`src/rtl/fetch_stage_if.sv`:
```
// Instruction-memory request/response bus between the fetch stage and imem.
// master = fetch side (issues requests), slave = memory side (returns words).
interface fetch_stage_if #(
  parameter int DATA_WIDTH = 32
);
  logic                  imem_req;
  logic [DATA_WIDTH-1:0] imem_addr;
  logic                  imem_rvalid;
  logic [DATA_WIDTH-1:0] imem_rdata;

  modport master (
    output imem_req,
    output imem_addr,
    input  imem_rvalid,
    input  imem_rdata
  );

  modport slave (
    input  imem_req,
    input  imem_addr,
    output imem_rvalid,
    output imem_rdata
  );
endinterface

```
`src/rtl/fetch_stage.sv`:
```
// RV32I instruction-fetch stage: owns PC_F, one outstanding imem request, fills IF/ID.
// Optional macro FETCH_MISALIGN_TRAP_EN enables the misaligned-redirect trap and HALT state.
module fetch_stage #(
  parameter int                    DATA_WIDTH = 32,
  parameter logic [DATA_WIDTH-1:0] RESET_PC   = '0,
  parameter logic [DATA_WIDTH-1:0] NOP_INSTR  = 32'h13
) (
  input  logic                  clk,
  input  logic                  rst_n,
  input  logic                  PCsrc_E,
  input  logic [DATA_WIDTH-1:0] PCTarget_E,
  input  logic                  stall_F,
  input  logic                  flush_D,
  fetch_stage_if.master         imem,
  output logic [DATA_WIDTH-1:0] instr_D,
  output logic [DATA_WIDTH-1:0] PC_D,
  output logic [DATA_WIDTH-1:0] PCPlus4_D,
  output logic                  valid_D,
  output logic                  misalign_trap_F
);

  typedef enum logic [2:0] {
    S_IDLE,
    S_ISSUE,
    S_WAIT,
    S_HOLD,
    S_DROP
`ifdef FETCH_MISALIGN_TRAP_EN
    , S_HALT
`endif
  } state_t;

  localparam logic [DATA_WIDTH-1:0] ALIGN_MASK = {{(DATA_WIDTH-2){1'b1}}, 2'b00};

  state_t                state, state_next;
  logic [DATA_WIDTH-1:0] pc_f, pc_next, pc_plus4, hold_buf, fetch_word;
  logic                  redirect, deliver, latch_hold, trap_set;

  assign pc_plus4       = pc_f + DATA_WIDTH'(4);
  assign fetch_word     = (state == S_HOLD) ? hold_buf : imem.imem_rdata;
  assign imem.imem_req  = (state == S_ISSUE);
  assign imem.imem_addr = pc_f;

`ifdef FETCH_MISALIGN_TRAP_EN
  // Once halted, further redirects are ignored until reset.
  assign redirect = PCsrc_E && (state != S_HALT);
`else
  assign redirect = PCsrc_E;
`endif

  always_comb begin
    state_next = state;
    pc_next    = pc_f;
    deliver    = 1'b0;
    latch_hold = 1'b0;
    trap_set   = 1'b0;
    case (state)
      S_IDLE:  state_next = S_ISSUE;
      S_ISSUE: state_next = redirect ? S_DROP : S_WAIT;
      S_WAIT: begin
        if (redirect) begin
          state_next = imem.imem_rvalid ? S_ISSUE : S_DROP;
        end else if (imem.imem_rvalid) begin
          if (!stall_F) begin
            deliver    = 1'b1;
            state_next = S_ISSUE;
          end else begin
            latch_hold = 1'b1;
            state_next = S_HOLD;
          end
        end
      end
      S_HOLD: begin
        if (redirect) begin
          state_next = S_ISSUE;
        end else if (!stall_F) begin
          deliver    = 1'b1;
          state_next = S_ISSUE;
        end
      end
      S_DROP: begin
        if (!redirect && imem.imem_rvalid) state_next = S_ISSUE;
      end
      default: state_next = state;
    endcase

    if (redirect) begin
      pc_next = PCTarget_E & ALIGN_MASK;
    end else if (deliver) begin
      pc_next = pc_plus4;
    end

`ifdef FETCH_MISALIGN_TRAP_EN
    if (redirect && (PCTarget_E[1:0] != 2'b00)) begin
      trap_set   = 1'b1;
      pc_next    = PCTarget_E;
      state_next = S_HALT;
    end
`endif
  end

  always_ff @(posedge clk or negedge rst_n) begin
    if (!rst_n) begin
      state    <= S_IDLE;
      pc_f     <= RESET_PC;
      hold_buf <= '0;
    end else begin
      state <= state_next;
      pc_f  <= pc_next;
      if (latch_hold) hold_buf <= imem.imem_rdata;
    end
  end

  always_ff @(posedge clk or negedge rst_n) begin
    if (!rst_n) begin
      instr_D   <= NOP_INSTR;
      PC_D      <= '0;
      PCPlus4_D <= '0;
      valid_D   <= 1'b0;
    end else if (flush_D || redirect) begin
      instr_D <= NOP_INSTR;
      valid_D <= 1'b0;
    end else if (!stall_F) begin
      if (deliver) begin
        instr_D   <= fetch_word;
        PC_D      <= pc_f;
        PCPlus4_D <= pc_plus4;
        valid_D   <= 1'b1;
      end else begin
        instr_D <= NOP_INSTR;
        valid_D <= 1'b0;
      end
    end
  end

`ifdef FETCH_MISALIGN_TRAP_EN
  always_ff @(posedge clk or negedge rst_n) begin
    if (!rst_n) begin
      misalign_trap_F <= 1'b0;
    end else if (trap_set) begin
      misalign_trap_F <= 1'b1;
    end
  end
`else
  assign misalign_trap_F = 1'b0;
  logic unused_trap;
  assign unused_trap = trap_set;
`endif

endmodule
```
`src/flat_wrapper.sv`:
```
// flat-port wrapper written by rule: the top's interface ports become plain ports
module fetch_stage_flat 
#(
  parameter int                    DATA_WIDTH = 32,
  parameter logic [DATA_WIDTH-1:0] RESET_PC   = '0,
  parameter logic [DATA_WIDTH-1:0] NOP_INSTR  = 32'h13
)
  (clk, rst_n, PCsrc_E, PCTarget_E, stall_F, flush_D, instr_D, PC_D, PCPlus4_D, valid_D, misalign_trap_F, imem_imem_req, imem_imem_addr, imem_imem_rvalid, imem_imem_rdata);
  fetch_stage_if #(.DATA_WIDTH(DATA_WIDTH)) imem_i ();
  input  logic clk;
  input  logic rst_n;
  input  logic PCsrc_E;
  input  logic [DATA_WIDTH-1:0] PCTarget_E;
  input  logic stall_F;
  input  logic flush_D;
  output logic [DATA_WIDTH-1:0] instr_D;
  output logic [DATA_WIDTH-1:0] PC_D;
  output logic [DATA_WIDTH-1:0] PCPlus4_D;
  output logic valid_D;
  output logic misalign_trap_F;
  output wire logic [$bits(imem_i.imem_req)-1:0] imem_imem_req;
  output wire logic [$bits(imem_i.imem_addr)-1:0] imem_imem_addr;
  input wire logic [$bits(imem_i.imem_rvalid)-1:0] imem_imem_rvalid;
  input wire logic [$bits(imem_i.imem_rdata)-1:0] imem_imem_rdata;
  assign imem_imem_req = imem_i.imem_req;
  assign imem_imem_addr = imem_i.imem_addr;
  assign imem_i.imem_rvalid = imem_imem_rvalid;
  assign imem_i.imem_rdata = imem_imem_rdata;
  fetch_stage #(.DATA_WIDTH(DATA_WIDTH), .RESET_PC(RESET_PC), .NOP_INSTR(NOP_INSTR)) u_core (.clk(clk), .rst_n(rst_n), .PCsrc_E(PCsrc_E), .PCTarget_E(PCTarget_E), .stall_F(stall_F), .flush_D(flush_D), .imem(imem_i), .instr_D(instr_D), .PC_D(PC_D), .PCPlus4_D(PCPlus4_D), .valid_D(valid_D), .misalign_trap_F(misalign_trap_F));
endmodule
```
`config.mk`:
```
export PLATFORM = sky130hd
export DESIGN_NAME = fetch_stage_flat
export DESIGN_NICKNAME = d
export VERILOG_FILES = /design/src/rtl/fetch_stage_if.sv /design/src/rtl/fetch_stage.sv /design/src/flat_wrapper.sv
export SDC_FILE = /design/constraint.sdc
export NUM_CORES = 1
export LEC_CHECK = 0
export CAP_MARGIN = 20
export CORE_MARGIN = 1.5
export CORE_UTILIZATION = 25
export CTS_BUF_LIST = sky130_fd_sc_hd__clkbuf_16
export CTS_CLUSTER_DIAMETER = 80
export DETAILED_ROUTE_END_ITERATION = 12
export GPL_ROUTABILITY_DRIVEN = 0
export PLACE_DENSITY = 0.44
export SKIP_LAST_GASP = 1
export SLEW_MARGIN = 20
export SYNTH_ARGS = -nofsm -noshare
export SYNTH_HDL_FRONTEND = slang
export SYNTH_SLANG_ARGS = --single-unit
```
`constraint.sdc`:
```
create_clock -name clk -period 5.15 [get_ports clk]
set_input_delay 1.03 -clock clk [delete_from_list [all_inputs] [get_ports clk]]
set_output_delay 1.03 -clock clk [all_outputs]
set_load 0.05 [all_outputs]
```
Word level (Yosys, flattened, before mapping)
Cells that the tools add are included.
{ "word_totals": {"regBits": 164, "inputBits": 70, "out_inout_bits": 131} }
{ "op_classes": {"addsub": 1, "n_eq_ne": 8, "mux": 27, "bitwise": 2, "n_reduce_logical": 8} }
{ "op_table": {"columns": ["cell", "n"], "rows": [
  ["$mux W32", 6],
  ["$add A32 B3 Y32 const B", 1],
  ["$mux W3", 7],
  ["$pmux W3 S5", 1],
  ["$mux W1", 11],
  ["$eq A3 B2 Y1 const B", 2],
  ["$ne A3 B3 Y1 const B", 2],
  ["$reduce_bool A5 Y1", 1],
  ["$ne A2 B1 Y1 const B", 2],
  ["$reduce_and A4 Y1", 1],
  ["$eq A3 B1 Y1 const B", 1],
  ["$eq A3 B3 Y1 const B", 1],
  ["$logic_not A3 Y1", 1],
  ["$reduce_and A3 Y1", 1],
  ["$mux W2", 1],
  ["$not A1 Y1", 2],
  ["$pmux W1 S2", 1],
  ["$reduce_bool A2 Y1", 1],
  ["$logic_and A1 B1 Y1", 1],
  ["$logic_not A1 Y1", 1],
  ["$logic_or A1 B1 Y1", 1]
]} }

Longest topological paths before layout
Gate-level depths: netlist (run 1).
{ "depth": {"ltp_word": 7, "mapped_depth": 8, "mapped_depth_nobuf": 6} }

Worst setup path after synthesis (run 1)
No wires, ideal clock.
{ "synth_path": {"path_type": "reg2out", "start": "register u_core.state[1]", "end": "output port imem_imem_req", "arrival_ps": 1645, "required_ps": 4120, "path_slack_ps": 2475, "path_stages_with_launch": 2, "path_cell_list": "dfrtp_1 -> nor3b_1"} }
{ "synth_between": {"elab_chain_cells": 1} }
{ "synth_lines": {"columns": ["element", "line", "text"], "rows": [
  ["start: declaration", "fetch_stage.sv:35", "state_t state, state_next;"],
  ["start signal: assignment", "fetch_stage.sv:108", "state <= state_next;"],
  ["$eq A3 B1 Y1", "fetch_stage.sv:41", "assign imem.imem_req = (state == S_ISSUE);"],
  ["end: declaration", "flat_wrapper.sv:21", "output wire logic [$bits(imem_i.imem_req)-1:0] imem_imem_req;"]
]} }
No other way between the ends.

Worst setup path after layout (run 1)
{ "layout_path": {"start": "register u_core.state[0]", "end": "output port imem_imem_req"} }
The elaborated chain is that of the path after synthesis.

==> results of run 1 <==
power groups by stage:
stage                     clock (uW)  sequential [uW]  combinational [uW]
final                           1270             1770                1790
after global routing            1370             1820                1900
after CTS                       1310             1770                1820
after detailed placement           0             1790                1810
after global placement             0             1790                1810
after floorplan                    0             2520                 409
path summary, 6_finish.rpt:
check,slack (ps),cells past startpoint,end,startpoint
worst min register to register,470,2,u_core.PC_D[30]$_DFFE_PN0P_,u_core.PC_D[30]$_DFFE_PN0P_
worst min-delay path,470,2,u_core.PC_D[30]$_DFFE_PN0P_,u_core.PC_D[30]$_DFFE_PN0P_
min in group asynchronous,610,1,u_core.imem.imem_addr[16]$_DFFE_PN0P_,rst_n
worst max-delay path,2030,2,imem_imem_req,u_core.state[0]$_DFFE_PN0P_
worst max register to register,2780,7,u_core.PCPlus4_D[29]$_DFFE_PN0P_,u_core.state[1]$_DFFE_PN0P_
max in group asynchronous,3580,2,u_core.instr_D[31]$_DFFE_PN0P_,rst_n
area by class of cell:
type / instances / share of cell area, %
Inverter: 5 / 0.185
Clock buffer: 17 / 4.20
Sequential cell: 158 / 39.0
Timing Repair Buffer: 201 / 19.9
Tap cell: 384 / 4.74
Clock inverter: 15 / 1.47
Multi-Input combinational cell: 514 / 30.4
cells in the final DEF, fill, tap and decap left out, drive strengths merged, types with 3 or more instances in the layout:
cell	n
and2	5
buf	12
nor2	16
o21ai	95
nand3	18
conb	7
nor4	10
clkinvlp	3
clkdlybuf4s50	189
nand2	198
mux2i	33
dfstp	3
or3	3
a21oi	4
clkbuf	17
mux2	32
dfrtp	155
xnor2	33
inv	14
xor2	24
nand4	11
nor3	13
cells by family after synthesis:
logic type / synth area share [%]
AND/OR/NAND/NOR: 18.1
flip-flops: 54.4
buffers and inverters: 3.83
multiplexers: 9.49
XOR/XNOR: 6.86
adder cells (fa/ha/maj): 0.172
other: 0.0515
AO/OA/AOI/OAI: 7.17
metrics by stage:
stage	power, uW	utilization (%)	worst slack [ps]	hold WS [ps]	cell area [sq um]
after global placement	3600	33.3	1620	458	9560
final	4830	35.3	2030	475	10100
after CTS	4900	35.3	1980	481	10100
after global routing	5100	35.3	1840	505	10100
after floorplan	2930	-	2470	479	7300
after detailed placement	3600	33.3	1640	461	9560
worst reg2reg max path, cell delays in order (launching register included):
cell and delay, ps:
dfrtp_1 450, nor2b_1 230, and2_1 150, buf_4 290, nand2_4 490, buf_12 440, nand2_1 110, o21ai_0 70
per-layer routing:
metal  part of all wire, %  vias up  routed length, microns  track usage [%]
met2                    47      121                    9900             22.6
met5                 0.061        -                      13                0
li1                      -     2751                       -                -
met3                   4.4       10                     927             3.42
met1                    48     2675                   10100             19.9
met4                  0.77        2                     163             3.56
registers in the layout, indices dropped and copies added, names as in the netlist:
signal                 flops
u_core.imem.imem_addr     30
u_core.PCPlus4_D          30
u_core.hold_buf           32
u_core.valid_D             1
u_core.state               3
u_core.PC_D               30
u_core.instr_D            32
==> qor.yml, run 1 <==
global_route:
  grt_pass1_vias: 5578
  track_usage_pct: 14.4
  grt_pass1_wl_microns: 33400
  overflow: 0
  antenna_found_initial: 1
  grt_max_degree: 91
setup_path:
  arrival_ps: 2090
  required_ps: 4120
  slowest_stage: "clkdlybuf4s50_1"
  slowest_delay_ps: 900
  critPathBufInv: 1
  end_kind: "output port"
  crit_path_max_fanout: 7
  startpoint_type: "register"
  critPathTopFamily: "buffers and inverters"
  path_cells: "nor3b_1 > clkdlybuf4s50_1"
  critPathKind: "register to output port"
routing:
  finalWirelength_microns: 21100
  post_drt_wl_per_cell_microns: 16.3
  drc: 0
  drt_iter0_drc: 283
  ant_nets: 0
  vias: 5559
  drt-pass1-iter-count: 4
  via_per_inst: 4.30
synth:
  synthCells: 726
  netlist_top_cells_count: "nand2_1 (198), dfrtp_1 (155), o21ai_0 (82)"
  ys.flop_type: "dfrtp_1"
  ys_seq_elements: 158
  async_flop_share_pct: 100
  synth_cell_types: 40
  avgSynthCellArea_sq_um: 10.0
  synth.most_common_cell: "nand2_1"
  yosys.area.top_type: "dfrtp_1"
  synth_edf_count: 0
  seq_area_frac_synth_pct: 54.4
  syn_area_sq_mm: 0.00728
  ys_top_cells_by_area: "dfrtp_1 (53%), nand2_1 (10%), o21ai_0 (5.6%)"
  synth_warnings: 0
  synth_top_area_share_pct: 53.3
power_and_ir_drop:
  p_clk_share_pct: 26.3
  p_sw_uw: 1960
  comb_power_share_pct: 37.1
  power.density_mw_per_mm2: 476
  leakage_uw: 0.00453
  ir_drop_v: 0.000214
  p_seq_share_pct: 36.6
  intPower_uw: 2860
  p_sw_share_pct: 40.7
clocking:
  cts.sinks: 158
  post-cts-setup-buffers: 0
  hold_buffers: 0
  htreeDepth: 4
  ctsRootBufferMaster: "clkbuf_16"
  clock_latency_ps: 420
  cts-buffers-inserted: 17
  cts_buffer_depth: 2
  path_clk_slew_ps: 60
  cts_resized: 0
  cts_tree: "yes"
timing:
  timing_hold_violations_final: 0
  slew-limit-headroom_pct: 36.4
  tns_ps: 0
  drv_slew: 0
  period_minus_slack_ps: 3120
  post-route-period-util_pct: 60.5
  tightest_slew_ps: 948
  fmax_mhz: 321
  setup_violations: 0
  rsz0062_at_grt: "false"
  clock-skew-final_ps: 14.6
run:
  drv_cap: 0
floorplanning:
  fp.dieW_microns: 174
  dieHeight_microns: 174
  rows: 62
  die_area_sq_mm: 0.0302
  coreArea_sq_mm: 0.0287
  start_util_pct: 25.4
  io_pins: 201
final_layout:
  finalNonFillerCells: 1294
  antenna_cells: 0
  regArea_sq_mm: 0.00396
  area_growth_pct: 39.2
  nFillCells: 2952
  nNetsFinal: 968
  multi_input_area_sq_mm: 0.00308
  drive_gt1_share_pct: 10.2
place:
  port_buffers: 191
  hpwl_microns: 14300
  dp_cells: 1262
outcome:
  status: "finished clean"
worst_hold_path:
  hold_path.class: "register to register"
Note: power is estimated with default switching activity, not from simulation.
==> inputs of run 2 (changes only) <==
==> constraint.sdc (replaced) <==
create_clock -name clk -period 3.3 [get_ports clk]
set_input_delay 0.66 -clock clk [delete_from_list [all_inputs] [get_ports clk]]
set_output_delay 0.66 -clock clk [all_outputs]
set_load 0.05 [all_outputs]
==> run 2 against run 1 <==
Effect of this change: worst setup slack got worse by 1500 ps; first-iteration DRC count fell by 8.1%; global-route usage is 0.16 points higher; critical path type unchanged.
==> qor.yml, run 2 (synthesis gave the netlist of run 1 again) <==
floorplanning:
  start_util_pct: 25.4  # unchanged
  dieHeight_microns: 174  # unchanged
  die_area_sq_mm: 0.0302  # unchanged
  rows: 62  # unchanged
  fp.dieW_microns: 174  # unchanged
  coreArea_sq_mm: 0.0287  # unchanged
  io_pins: 201  # unchanged
routing:
  via_per_inst: 4.28  # -0.46%
  drt_iter0_drc: 260  # -8.1%
  drt-pass1-iter-count: 4  # unchanged
  post_drt_wl_per_cell_microns: 16.4  # +0.45%
  finalWirelength_microns: 21300  # +0.69%
  ant_nets: 0  # unchanged
  drc: 0  # unchanged
  vias: 5546  # -0.23%
setup_path:
  slowest_stage: "clkdlybuf4s50_1"
  critPathKind: "register to output port"
  startpoint_type: "register"
  required_ps: 2640  # -1480 ps
  crit_path_max_fanout: 7  # unchanged
  path_cells: "nor3b_1 > clkdlybuf4s50_1"
  slowest_delay_ps: 890  # about the same
  end_kind: "output port"
  arrival_ps: 2070  # -20 ps
place:
  dp_cells: 1265  # +0.24%
  port_buffers: 191  # unchanged
  post_dp_cell_area_sq_mm: 0.00960  # +0.37%
  place_ws_ps: 775  # -864 ps
  hpwl_microns: 14300  # +0.24%
power_and_ir_drop:
  total_power_uw: 7650  # +58%
  ir_drop_v: 0.000351  # +64%
  power.density_mw_per_mm2: 750  # +57%
  leakage_uw: 0.00457  # +0.78%
timing:
  tightest_slew_ps: 833  # -115 ps
  setup_violations: 0  # unchanged
  timing_hold_violations_final: 0  # unchanged
  period_minus_slack_ps: 2730
  clock-skew-final_ps: 13.2  # -1.39 ps
  rsz0062_at_grt: "false"
  tns_ps: 0  # unchanged
  slew-limit-headroom_pct: 44.4  # +8.0 points
  fmax_mhz: 366
  post-route-period-util_pct: 82.7
  fin_ws_ps: 571  # -1460 ps
  drv_slew: 0  # unchanged
clocking:
  path_clk_slew_ps: 70  # about the same
  post-cts-setup-buffers: 0  # unchanged
  cts.sinks: 158  # unchanged
  cts_tree: "yes"
  cts_buffer_depth: 2  # unchanged
  cts-buffers-inserted: 17  # unchanged
  cts_resized: 0  # unchanged
  htreeDepth: 4  # unchanged
  clock_latency_ps: 430  # about the same
  hold_buffers: 0  # unchanged
  ctsRootBufferMaster: "clkbuf_16"
global_route:
  grt_max_degree: 72  # -21%
  overflow: 0  # unchanged
  grt_pass1_vias: 5672  # +1.7%
  grt_pass1_wl_microns: 34000  # +1.6%
  track_usage_pct: 14.5  # +0.16 points
  antenna_found_initial: 1  # unchanged
run:
  drv_cap: 0  # unchanged
final_layout:
  area_growth_pct: 40.1
  antenna_cells: 0  # unchanged
  finalNonFillerCells: 1297  # +0.23%
  layout_commonest_cell: "nand2_1"
  layout_common_cells: "nand2_1 (197), clkdlybuf4s50_1 (189), dfrtp_1 (155), o21ai_0 (82)"
  reg_top3: "u_core.hold_buf: 32 flops, u_core.instr_D: 32 flops"
  drive_gt1_share_pct: 10.5  # +0.30 points
  nNetsFinal: 971  # +0.31%
  stdcell_area_sq_mm: 0.0102  # +0.63%
worst_hold_path:
  hold_path.class: "primary input to async pin"
outcome:
  status: "finished clean"
-- run 2: power breakdown --
group,leakage [uW],total (uW),internal (uW),switching [uW]
clock,0.000296,2080,1150,934
combinational,0.00217,2810,982,1830
sequential,0.00210,2760,2430,330
-- run 2: layer usage --
layer	track usage [%]	part of all wire (%)	vias to the layer above
met3	3.49	4.2	14
met2	23.0	46	115
li1	-	-	2760
met1	20.1	49	2655
met4	3.45	0.88	2
met5	0	0.080	-
-- run 2: worst max-delay path, delay by kind of cell (launching register included) --
kind          cells  cell delay [ps]
buf+inv           1              890
simple gates      1              300
flops             1              450
-- run 2: final timing paths --
path,startpoint,end,slack (ps),cells after the start
setup / recovery,u_core.state[1]$_DFFE_PN0P_,imem_imem_req,570,2
hold / removal,rst_n,u_core.PC_D[15]$_DFFE_PN0P_,100,1
setup reg to reg,u_core.imem.imem_addr[2]$_DFFE_PN0P_,u_core.imem.imem_addr[30]$_DFFE_PN0P_,1020,6
hold reg to reg,u_core.valid_D$_DFFE_PN0P_,u_core.valid_D$_DFFE_PN0P_,470,2
max in group asynchronous,rst_n,u_core.instr_D[31]$_DFFE_PN0P_,2460,2
min in group clk,u_core.valid_D$_DFFE_PN0P_,u_core.valid_D$_DFFE_PN0P_,470,2
-- run 2: layout make-up --
cell class	instances	area (sq um)
fillers	3004	18500
flip-flops and latches	158	3960
multi-input cells	514	3080
repair buffers	204	2060
well taps	384	480
clock buffers	17	425
clock inverters	15	178
inverters	5	18.8
-- run 2: through the flow --
| step | utilization, % | hold WS, ps |
|---|---|---|
| finish | 35.5 | 102 |
| global route | 35.5 | 107 |
| CTS | 35.5 | 104 |
| detailed placement | 33.4 | 463 |
| global placement | 33.4 | 459 |
| floorplan | - | 364 |
